**config.mk**
```make
export PLATFORM = sky130hd
export DESIGN_NAME = bus_arbiter_flat
export DESIGN_NICKNAME = d
export VERILOG_FILES = /design/src/rtl/bus_arbiter_if.sv /design/src/rtl/bus_arbiter.sv /design/src/flat_wrapper.sv
export SDC_FILE = /design/constraint.sdc
export NUM_CORES = 1
export LEC_CHECK = 0
export ABC_AREA = 1
export ABC_CLOCK_PERIOD_IN_PS = 900
export BUFFER_PORTS_ARGS = -buffer_cell sky130_fd_sc_hd__buf_2
export CAP_MARGIN = 20
export CORE_AREA = 8 8 102 104
export CTS_BUF_LIST = sky130_fd_sc_hd__clkbuf_2
export CTS_CLUSTER_SIZE = 10
export DETAILED_ROUTE_END_ITERATION = 7
export DIE_AREA = 0 0 110 112
export PLACE_DENSITY = 0.7
export SYNTH_ARGS = -nofsm -noshare
export SYNTH_HDL_FRONTEND = slang
export SYNTH_SLANG_ARGS = --single-unit
```
**constraint.sdc**
```tcl
create_clock -name clk -period 0.9 [get_ports clk]
set_input_delay 0.045 -clock clk [delete_from_list [all_inputs] [get_ports clk]]
set_output_delay 0.045 -clock clk [all_outputs]
set_load 0.005 [all_outputs]
```
**src/rtl/bus_arbiter_if.sv**
```systemverilog
// Shared bus bundle between N bus masters, the round-robin arbiter and one slave port.
// Per-master fields are flat packed vectors; slice i of a field belongs to master i.
interface bus_arbiter_if #(
  parameter int N = 2
);
  logic [N-1:0]    m_valid;
  logic [N*32-1:0] m_address;
  logic [N*4-1:0]  m_wstrobe;
  logic [N*32-1:0] m_wdata;
  logic [N-1:0]    m_ready;
  logic [31:0]     m_rdata;
  logic [N-1:0]    m_irq;

  logic            s_valid;
  logic [31:0]     s_address;
  logic [3:0]      s_wstrobe;
  logic [31:0]     s_wdata;
  logic            s_ready;
  logic [31:0]     s_rdata;
  logic            s_irq;

  logic [N-1:0]    grant;
  logic            busy;

  modport arb (
    input  m_valid, m_address, m_wstrobe, m_wdata,
    output m_ready, m_rdata, m_irq,
    output s_valid, s_address, s_wstrobe, s_wdata,
    input  s_ready, s_rdata, s_irq,
    output grant, busy
  );

  modport master (
    output m_valid, m_address, m_wstrobe, m_wdata,
    input  m_ready, m_rdata, m_irq, grant
  );

  modport slave (
    input  s_valid, s_address, s_wstrobe, s_wdata,
    output s_ready, s_rdata, s_irq
  );
endinterface

```
**src/rtl/bus_arbiter.sv**
```systemverilog
// Round-robin arbiter locking one slave bus to a master for a whole valid/ready transfer.
// Grant registered one cycle after request; slave wait states stall the owner; one IDLE cycle between transfers.
module bus_arbiter #(
  parameter int N          = 2,
  parameter int IRQ_MASTER = 0
) (
  input  logic      clk,
  input  logic      reset,
  bus_arbiter_if.arb bus
);
  localparam int IW = $clog2(N);

  typedef enum logic {IDLE, GRANTED} state_t;

  state_t          state;
  logic [IW-1:0]   owner_reg;
  logic [IW-1:0]   last_reg;
  logic [N-1:0]    grant_reg;
  logic            busy_reg;

  logic            pick_vld;
  logic [IW-1:0]   pick;
  logic [IW-1:0]   idx;
  logic            own_valid;
  logic [31:0]     own_address;
  logic [3:0]      own_wstrobe;
  logic [31:0]     own_wdata;
  logic            granted;

  // Search starts just past the previous owner so it has lowest priority.
  always_comb begin
    pick_vld = 1'b0;
    pick     = '0;
    idx      = '0;
    for (int k = 1; k <= N; k++) begin
      idx = IW'((int'(last_reg) + k) % N);
      if (!pick_vld && bus.m_valid[idx]) begin
        pick_vld = 1'b1;
        pick     = idx;
      end
    end
  end

  assign granted = (state == GRANTED);

  always_comb begin
    own_valid   = 1'b0;
    own_address = '0;
    own_wstrobe = '0;
    own_wdata   = '0;
    for (int i = 0; i < N; i++) begin
      if (granted && owner_reg == IW'(i)) begin
        own_valid   = bus.m_valid[i];
        own_address = bus.m_address[i*32 +: 32];
        own_wstrobe = bus.m_wstrobe[i*4 +: 4];
        own_wdata   = bus.m_wdata[i*32 +: 32];
      end
    end
  end

  always_ff @(posedge clk) begin
    if (reset) begin
      state     <= IDLE;
      owner_reg <= '0;
      last_reg  <= IW'(N - 1);
      grant_reg <= '0;
      busy_reg  <= 1'b0;
    end else begin
      case (state)
        IDLE: begin
          if (pick_vld) begin
            state     <= GRANTED;
            owner_reg <= pick;
            last_reg  <= pick;
            grant_reg <= {{(N-1){1'b0}}, 1'b1} << pick;
            busy_reg  <= 1'b1;
          end
        end
        GRANTED: begin
          // A dropped request abandons the transfer without a completion.
          if (!own_valid || bus.s_ready) begin
            state     <= IDLE;
            grant_reg <= '0;
            busy_reg  <= 1'b0;
          end
        end
        default: begin
          state     <= IDLE;
          grant_reg <= '0;
          busy_reg  <= 1'b0;
        end
      endcase
    end
  end

  always_comb begin
    bus.m_ready = '0;
    bus.m_irq   = '0;
    for (int i = 0; i < N; i++) begin
      bus.m_ready[i] = granted && (owner_reg == IW'(i)) && own_valid && bus.s_ready;
      bus.m_irq[i]   = (i == IRQ_MASTER) && bus.s_irq;
    end
  end

  assign bus.s_valid   = own_valid;
  assign bus.s_address = own_address;
  assign bus.s_wstrobe = own_wstrobe;
  assign bus.s_wdata   = own_wdata;
  assign bus.m_rdata   = bus.s_rdata;
  assign bus.grant     = grant_reg;
  assign bus.busy      = busy_reg;
endmodule

```
**src/flat_wrapper.sv**
```systemverilog
// flat-port wrapper written by rule: the top's interface ports become plain ports
module bus_arbiter_flat 
#(
  parameter int N          = 2,
  parameter int IRQ_MASTER = 0
)
  (clk, reset, bus_m_valid, bus_m_address, bus_m_wstrobe, bus_m_wdata, bus_m_ready, bus_m_rdata, bus_m_irq, bus_s_valid, bus_s_address, bus_s_wstrobe, bus_s_wdata, bus_s_ready, bus_s_rdata, bus_s_irq, bus_grant, bus_busy);
  bus_arbiter_if #(.N(N)) bus_i ();
  input  logic clk;
  input  logic reset;
  input wire logic [$bits(bus_i.m_valid)-1:0] bus_m_valid;
  input wire logic [$bits(bus_i.m_address)-1:0] bus_m_address;
  input wire logic [$bits(bus_i.m_wstrobe)-1:0] bus_m_wstrobe;
  input wire logic [$bits(bus_i.m_wdata)-1:0] bus_m_wdata;
  output wire logic [$bits(bus_i.m_ready)-1:0] bus_m_ready;
  output wire logic [$bits(bus_i.m_rdata)-1:0] bus_m_rdata;
  output wire logic [$bits(bus_i.m_irq)-1:0] bus_m_irq;
  output wire logic [$bits(bus_i.s_valid)-1:0] bus_s_valid;
  output wire logic [$bits(bus_i.s_address)-1:0] bus_s_address;
  output wire logic [$bits(bus_i.s_wstrobe)-1:0] bus_s_wstrobe;
  output wire logic [$bits(bus_i.s_wdata)-1:0] bus_s_wdata;
  input wire logic [$bits(bus_i.s_ready)-1:0] bus_s_ready;
  input wire logic [$bits(bus_i.s_rdata)-1:0] bus_s_rdata;
  input wire logic [$bits(bus_i.s_irq)-1:0] bus_s_irq;
  output wire logic [$bits(bus_i.grant)-1:0] bus_grant;
  output wire logic [$bits(bus_i.busy)-1:0] bus_busy;
  assign bus_i.m_valid = bus_m_valid;
  assign bus_i.m_address = bus_m_address;
  assign bus_i.m_wstrobe = bus_m_wstrobe;
  assign bus_i.m_wdata = bus_m_wdata;
  assign bus_m_ready = bus_i.m_ready;
  assign bus_m_rdata = bus_i.m_rdata;
  assign bus_m_irq = bus_i.m_irq;
  assign bus_s_valid = bus_i.s_valid;
  assign bus_s_address = bus_i.s_address;
  assign bus_s_wstrobe = bus_i.s_wstrobe;
  assign bus_s_wdata = bus_i.s_wdata;
  assign bus_i.s_ready = bus_s_ready;
  assign bus_i.s_rdata = bus_s_rdata;
  assign bus_i.s_irq = bus_s_irq;
  assign bus_grant = bus_i.grant;
  assign bus_busy = bus_i.busy;
  bus_arbiter #(.N(N), .IRQ_MASTER(IRQ_MASTER)) u_core (.clk(clk), .reset(reset), .bus(bus_i));
endmodule
```
---- Yosys cells after proc, flatten, opt, wreduce, memory -nomap -nowiden ----
Cells that the tools add are included.
word-level totals
  logic and storage cells ................. 51
  register bits ........................... 6
operators by class
  muxes and demuxes ....................... 25
  bitwise gates (word level) .............. 2
  shifts and indexed selects .............. 1
  add/subtract/negate cells ............... 2
  equality and inequality tests ........... 2
  order comparisons ....................... 2
  reduce and logical (&&, ||, !) cells .... 12
operator list
  kind                                                                  count
  32-bit 2-to-1 mux                                                     4
  1-bit 2-to-1 mux                                                      14
  4-bit 2-to-1 mux                                                      2
  1-bit logical AND                                                     7
  1-bit by 2-bit < comparator with 1-bit output, second input constant  2
  2-bit 2-to-1 mux                                                      2
  1-bit one-hot mux with 2 select lines                                 2
  2-bit one-hot mux with 2 select lines                                 1
  2-bit AND reduction                                                   2
  1-bit adder, second input constant                                    2
  1-bit logical NOT                                                     2
  2-bit by 1-bit != test with 1-bit output, second input constant       1
  2-bit != test, second input constant                                  1
  1-bit NOT                                                             2
  1-bit by 1-bit left shift with 2-bit output, first input constant     1
  1-bit logical OR                                                      1

---- Longest topological paths before layout ----
  depth after elaboration ................. 10
  depth in mapped cells ................... 8
  gate-level depth less buffers ........... 7

---- Worst setup path before layout ----
Ideal clock, no wire load.
  path type ............................... reg2reg
  start ................................... register u_core.owner_reg
  end ..................................... register u_core.grant_reg[1] (netlist: u_core.bus.grant[1])
  required time ........................... 0.783 ns
  stages on the path, launching flop included .. 9
  setup slack ............................. -0.095 ns
  setup time .............................. 0.117 ns
  period minus slack after synthesis ...... 0.995 ns
  arrival time ............................ 0.878 ns
  path through ............................ dfxtp_1 buf_6 clkinv_2 nand3_1 nand2_2 nand2_2 nand2_2 nand3_1 a21oi_1
on the way
  word-level cells in the longest chain between the ends .. 8
  elaborated cells on any way between the ends .. 9
  those cells by class .................... eq/ne (1); mux (2); bitwise (1); reduce/logical (5)
RTL lines
  item                             RTL line            source
  start, declared                  bus_arbiter.sv:16   logic [IW-1:0] owner_reg;
  start signal, assigned           bus_arbiter.sv:73   owner_reg <= pick;
  1-bit NOT                        bus_arbiter.sv:52   if (granted && owner_reg == IW'(i)) begin
  1-bit logical AND                bus_arbiter.sv:52
  1-bit 2-to-1 mux                 bus_arbiter.sv:52
  1-bit 2-to-1 mux *               bus_arbiter.sv:52
  via bus_s_valid                  flat_wrapper.sv:18  output wire logic [$bits(bus_i.s_valid)-1:0] bus_s_valid;
  1-bit logical NOT *              bus_arbiter.sv:81   if (!own_valid || bus.s_ready) begin
  1-bit logical OR *               bus_arbiter.sv:81
  2-bit != test (no line) *        --
  2-bit AND reduction (no line) *  --
  end signal, assigned             bus_arbiter.sv:75   grant_reg <= {{(N-1){1'b0}}, 1'b1} << pick;
  end, declared                    bus_arbiter.sv:18   logic [N-1:0] grant_reg;
The timed path passes the listed nets; every way through them passes the cells marked *.
A chain may end at the register's enable or synchronous reset.

---- Final worst setup path ----
  start ................................... register u_core.state (netlist: u_core.granted)
  end ..................................... output port bus_s_wdata[10]
on the way
  word-level cells in the longest chain between the ends .. 3
  elaborated cells on any way between the ends .. 4
  those cells by class .................... mux (2); reduce/logical (2)
RTL lines
  item                    RTL line            source
  start, declared         bus_arbiter.sv:15   state_t state;
  start signal, assigned  bus_arbiter.sv:63   state <= IDLE;
  start signal, assigned  bus_arbiter.sv:72   state <= GRANTED;
  start signal, assigned  bus_arbiter.sv:82   state <= IDLE;
  1-bit logical AND       bus_arbiter.sv:52
  32-bit 2-to-1 mux       bus_arbiter.sv:52
  32-bit 2-to-1 mux *     bus_arbiter.sv:52
  end, declared           flat_wrapper.sv:21  output wire logic [$bits(bus_i.s_wdata)-1:0] bus_s_wdata;
Mark *: on every way between the ends. The rest lies on a longest branch, timed or not.

==> results.sh <==
export IMPL_fin_skew_ns=0.0140
export IMPL_hold_violations=0
export IMPL_htree_levels=1
export IMPL_rsz0062_at_grt="true"
export IMPL_cp_start_kind="register"
export IMPL_remaining_drc_errors=0
export IMPL_finalNetCount=660
export IMPL_p_comb_share_pct=74.5
export IMPL_status="complete, but fails checks"
export IMPL_gp_routability_congestion=0.809
export IMPL_cts_sinks=6
export IMPL_grt_pass1_wl_microns=12000
export IMPL_diodes=0
export IMPL_vdd_ir_drop_max_mv=0.251
export IMPL_fin_crit_ns=1.25
export IMPL_insertion_delay_ns=0.23
export IMPL_grt_pass1_vias=2511
export IMPL_ioPinCount=282
export IMPL_synth_seq_area_share_pct=7.54
export IMPL_p_sw_mw=0.912
export IMPL_required_ns=0.85
export IMPL_antenna_left=0
export IMPL_holdWs_ns=0.0739
export IMPL_netlist_area_sq_um=1590
export IMPL_syn_nets=476
export IMPL_via_count=2752
export IMPL_power_density_nw_per_um2=700
export IMPL_fin_ws_ns=-0.351
export IMPL_grt_antenna_before_repair=1
export IMPL_fp_row_count=35
export IMPL_drt_pass1_iterations=6
export IMPL_leakage_nw=1.87
export IMPL_layout_common_cells="213 x buf_2, 122 x nand3_1, 71 x nand2_1"
export IMPL_p_int_mw=1.23
export IMPL_worst_path_max_fanout=7
export IMPL_overflow=0
export IMPL_p_clk_share_pct=10.5
export IMPL_worstSetupStartpoint="u_core.granted"
export IMPL_io_buffers=214
export IMPL_arrival_ns=1.21
export IMPL_core_area_sq_um=8890
export IMPL_grt_max_degree=47
export IMPL_hold_class="in2reg"
export IMPL_wl_per_cell_microns=15.2
export IMPL_initial_utilization_pct=17.9
export IMPL_swShare_pct=42.7
export IMPL_fmax_mhz=799
export IMPL_synth_cell_types=15
export IMPL_synth_area_per_cell_sq_um=5.27
export IMPL_crit_path_end_kind="output port"
export IMPL_die_w_microns=110
export IMPL_first_iter_violations=185
export IMPL_finalSetupViolations=77
export IMPL_yosys_warnings=0
export IMPL_clockBufferDepth=2
export IMPL_finalCritPeriodShare_pct=139
export IMPL_ys_ff_latch=6
export IMPL_routed_wl_microns=9070
export IMPL_final_common_cell="buf_2"
export IMPL_die_area_sq_um=12300
export IMPL_hpwl_microns=6550
export IMPL_path_clk_slew_ns=0.07
export IMPL_synthCells=302
export IMPL_slew_viol_final=0
export IMPL_min_delay_start="reset"
export IMPL_violations="setup timing"
export IMPL_area_growth_pct=91.7
export IMPL_total_power_mw=2.14
export IMPL_cts_tree="yes"
export IMPL_root_buffer="clkbuf_2"
export IMPL_die_h_microns=112
export IMPL_cts_buffers=3
export IMPL_p_seq_share_pct=15.0
export IMPL_reg2reg_from="u_core.granted"
export IMPL_layout_drive_gt1_share_pct=58.6
export IMPL_path_class="reg2out"
export IMPL_viasPerCell=4.62
export IMPL_cts_hold_fix_buffers=0
export IMPL_gr_usage_all_layers_pct=11.8
export IMPL_largest_reg_flops=2
export IMPL_max_cap_viol_count=0
==> per-stage QoR <==
step / worst slack [ns] / cell area, sq um / setup TNS, ns / cells / utilization [%]
CTS: -0.369 / 2740 / -25.00 / 588 / 30.8
floorplan: -0.0645 / 1620 / -2.98 / 302 / -
finish: -0.351 / 3050 / -25.02 / 596 / 34.3
global route: -0.429 / 3050 / -30.31 / 596 / 34.3
detailed placement: -0.139 / 2610 / -6.60 / 579 / 29.3
global placement: -0.121 / 2610 / -6.12 / 579 / 29.3
==> worst max-delay path, stage by stage, from the launching register on <==
cell and delay, ns:
dfxtp_4 0.42, buf_8 0.16, clkbuf_16 0.15, nand3_2 0.06, nand2_1 0.06, buf_2 0.11
==> cell type report <==
cell class / instances / area [sq um]
clock buffers: 4 / 20.0
fillers: 955 / 5840
flip-flops and latches: 6 / 128
well taps: 111 / 139
inverters: 4 / 22.5
multi-input cells: 228 / 1210
repair buffers: 243 / 1530
==> metal layers <==
layer,GRT usage (%),wire [microns],vias up
met4,2.88,66,2
met3,4.56,1360,10
met2,20.2,4320,183
met5,0,13,-
li1,-,-,1357
met1,13.0,3310,1200
==> logic make-up (layout without fill, tap and decap cells) <==
logic type,Yosys count,after routing,share of synthesized area [%]
AND/OR/NAND/NOR,220,220,63.5
buffers and inverters,68,251,26.3
AO/OA/AOI/OAI,7,7,2.44
flip-flops,6,6,7.54
other,1,1,0.235
==> what timing repair did <==
action | 4_1_cts | 5_1_grt
pin swaps | 3 | 15
cloned | 2 | 5
resized for setup | 15 | 41
endpoints found under the setup margin | 77 | 77
setup buffers | 4 | 4
==> synthesized netlist by cell type <==
| library cell | instances | area share [%] |
|---|---|---|
| nand3_1 | 140 | 44 |
| nand2_1 | 74 | 17 |
| buf_4 | 35 | 16 |
| buf_2 | 19 | 6.0 |
| clkbuf_1 | 9 | 2.1 |
| a21oi_1 | 6 | 1.9 |
| dfxtp_1 | 6 | 7.5 |
| inv_1 | 3 | 0.71 |
| nand2_2 | 3 | 1.2 |
| nor2_1 | 2 | 0.47 |
| buf_6 | 1 | 0.71 |
| clkinv_2 | 1 | 0.31 |
| conb_1 | 1 | 0.24 |
| o21ai_2 | 1 | 0.55 |
| or2_2 | 1 | 0.39 |
==> final timing paths <==
kind	endpoint	slack, ns	cells past startpoint
setup reg to reg	u_core.bus.grant[1]	-0.32	7
hold reg to reg	u_core.bus.busy	0.46	2
hold / removal	u_core.owner_reg	0.07	2
setup / recovery	bus_s_wdata[10]	-0.35	5
==> power by group through the flow <==
| stage | logic [mW] | clock network, mW | registers (mW) |
|---|---|---|---|
| floorplan | 0.712 | 0 | 0.309 |
| global placement | 1.28 | 0 | 0.327 |
| detailed placement | 1.28 | 0 | 0.329 |
| CTS | 1.39 | 0.237 | 0.321 |
| global route | 1.75 | 0.246 | 0.324 |
| finish | 1.59 | 0.224 | 0.322 |
No activity file was read; power rests on OpenSTA's default activity.
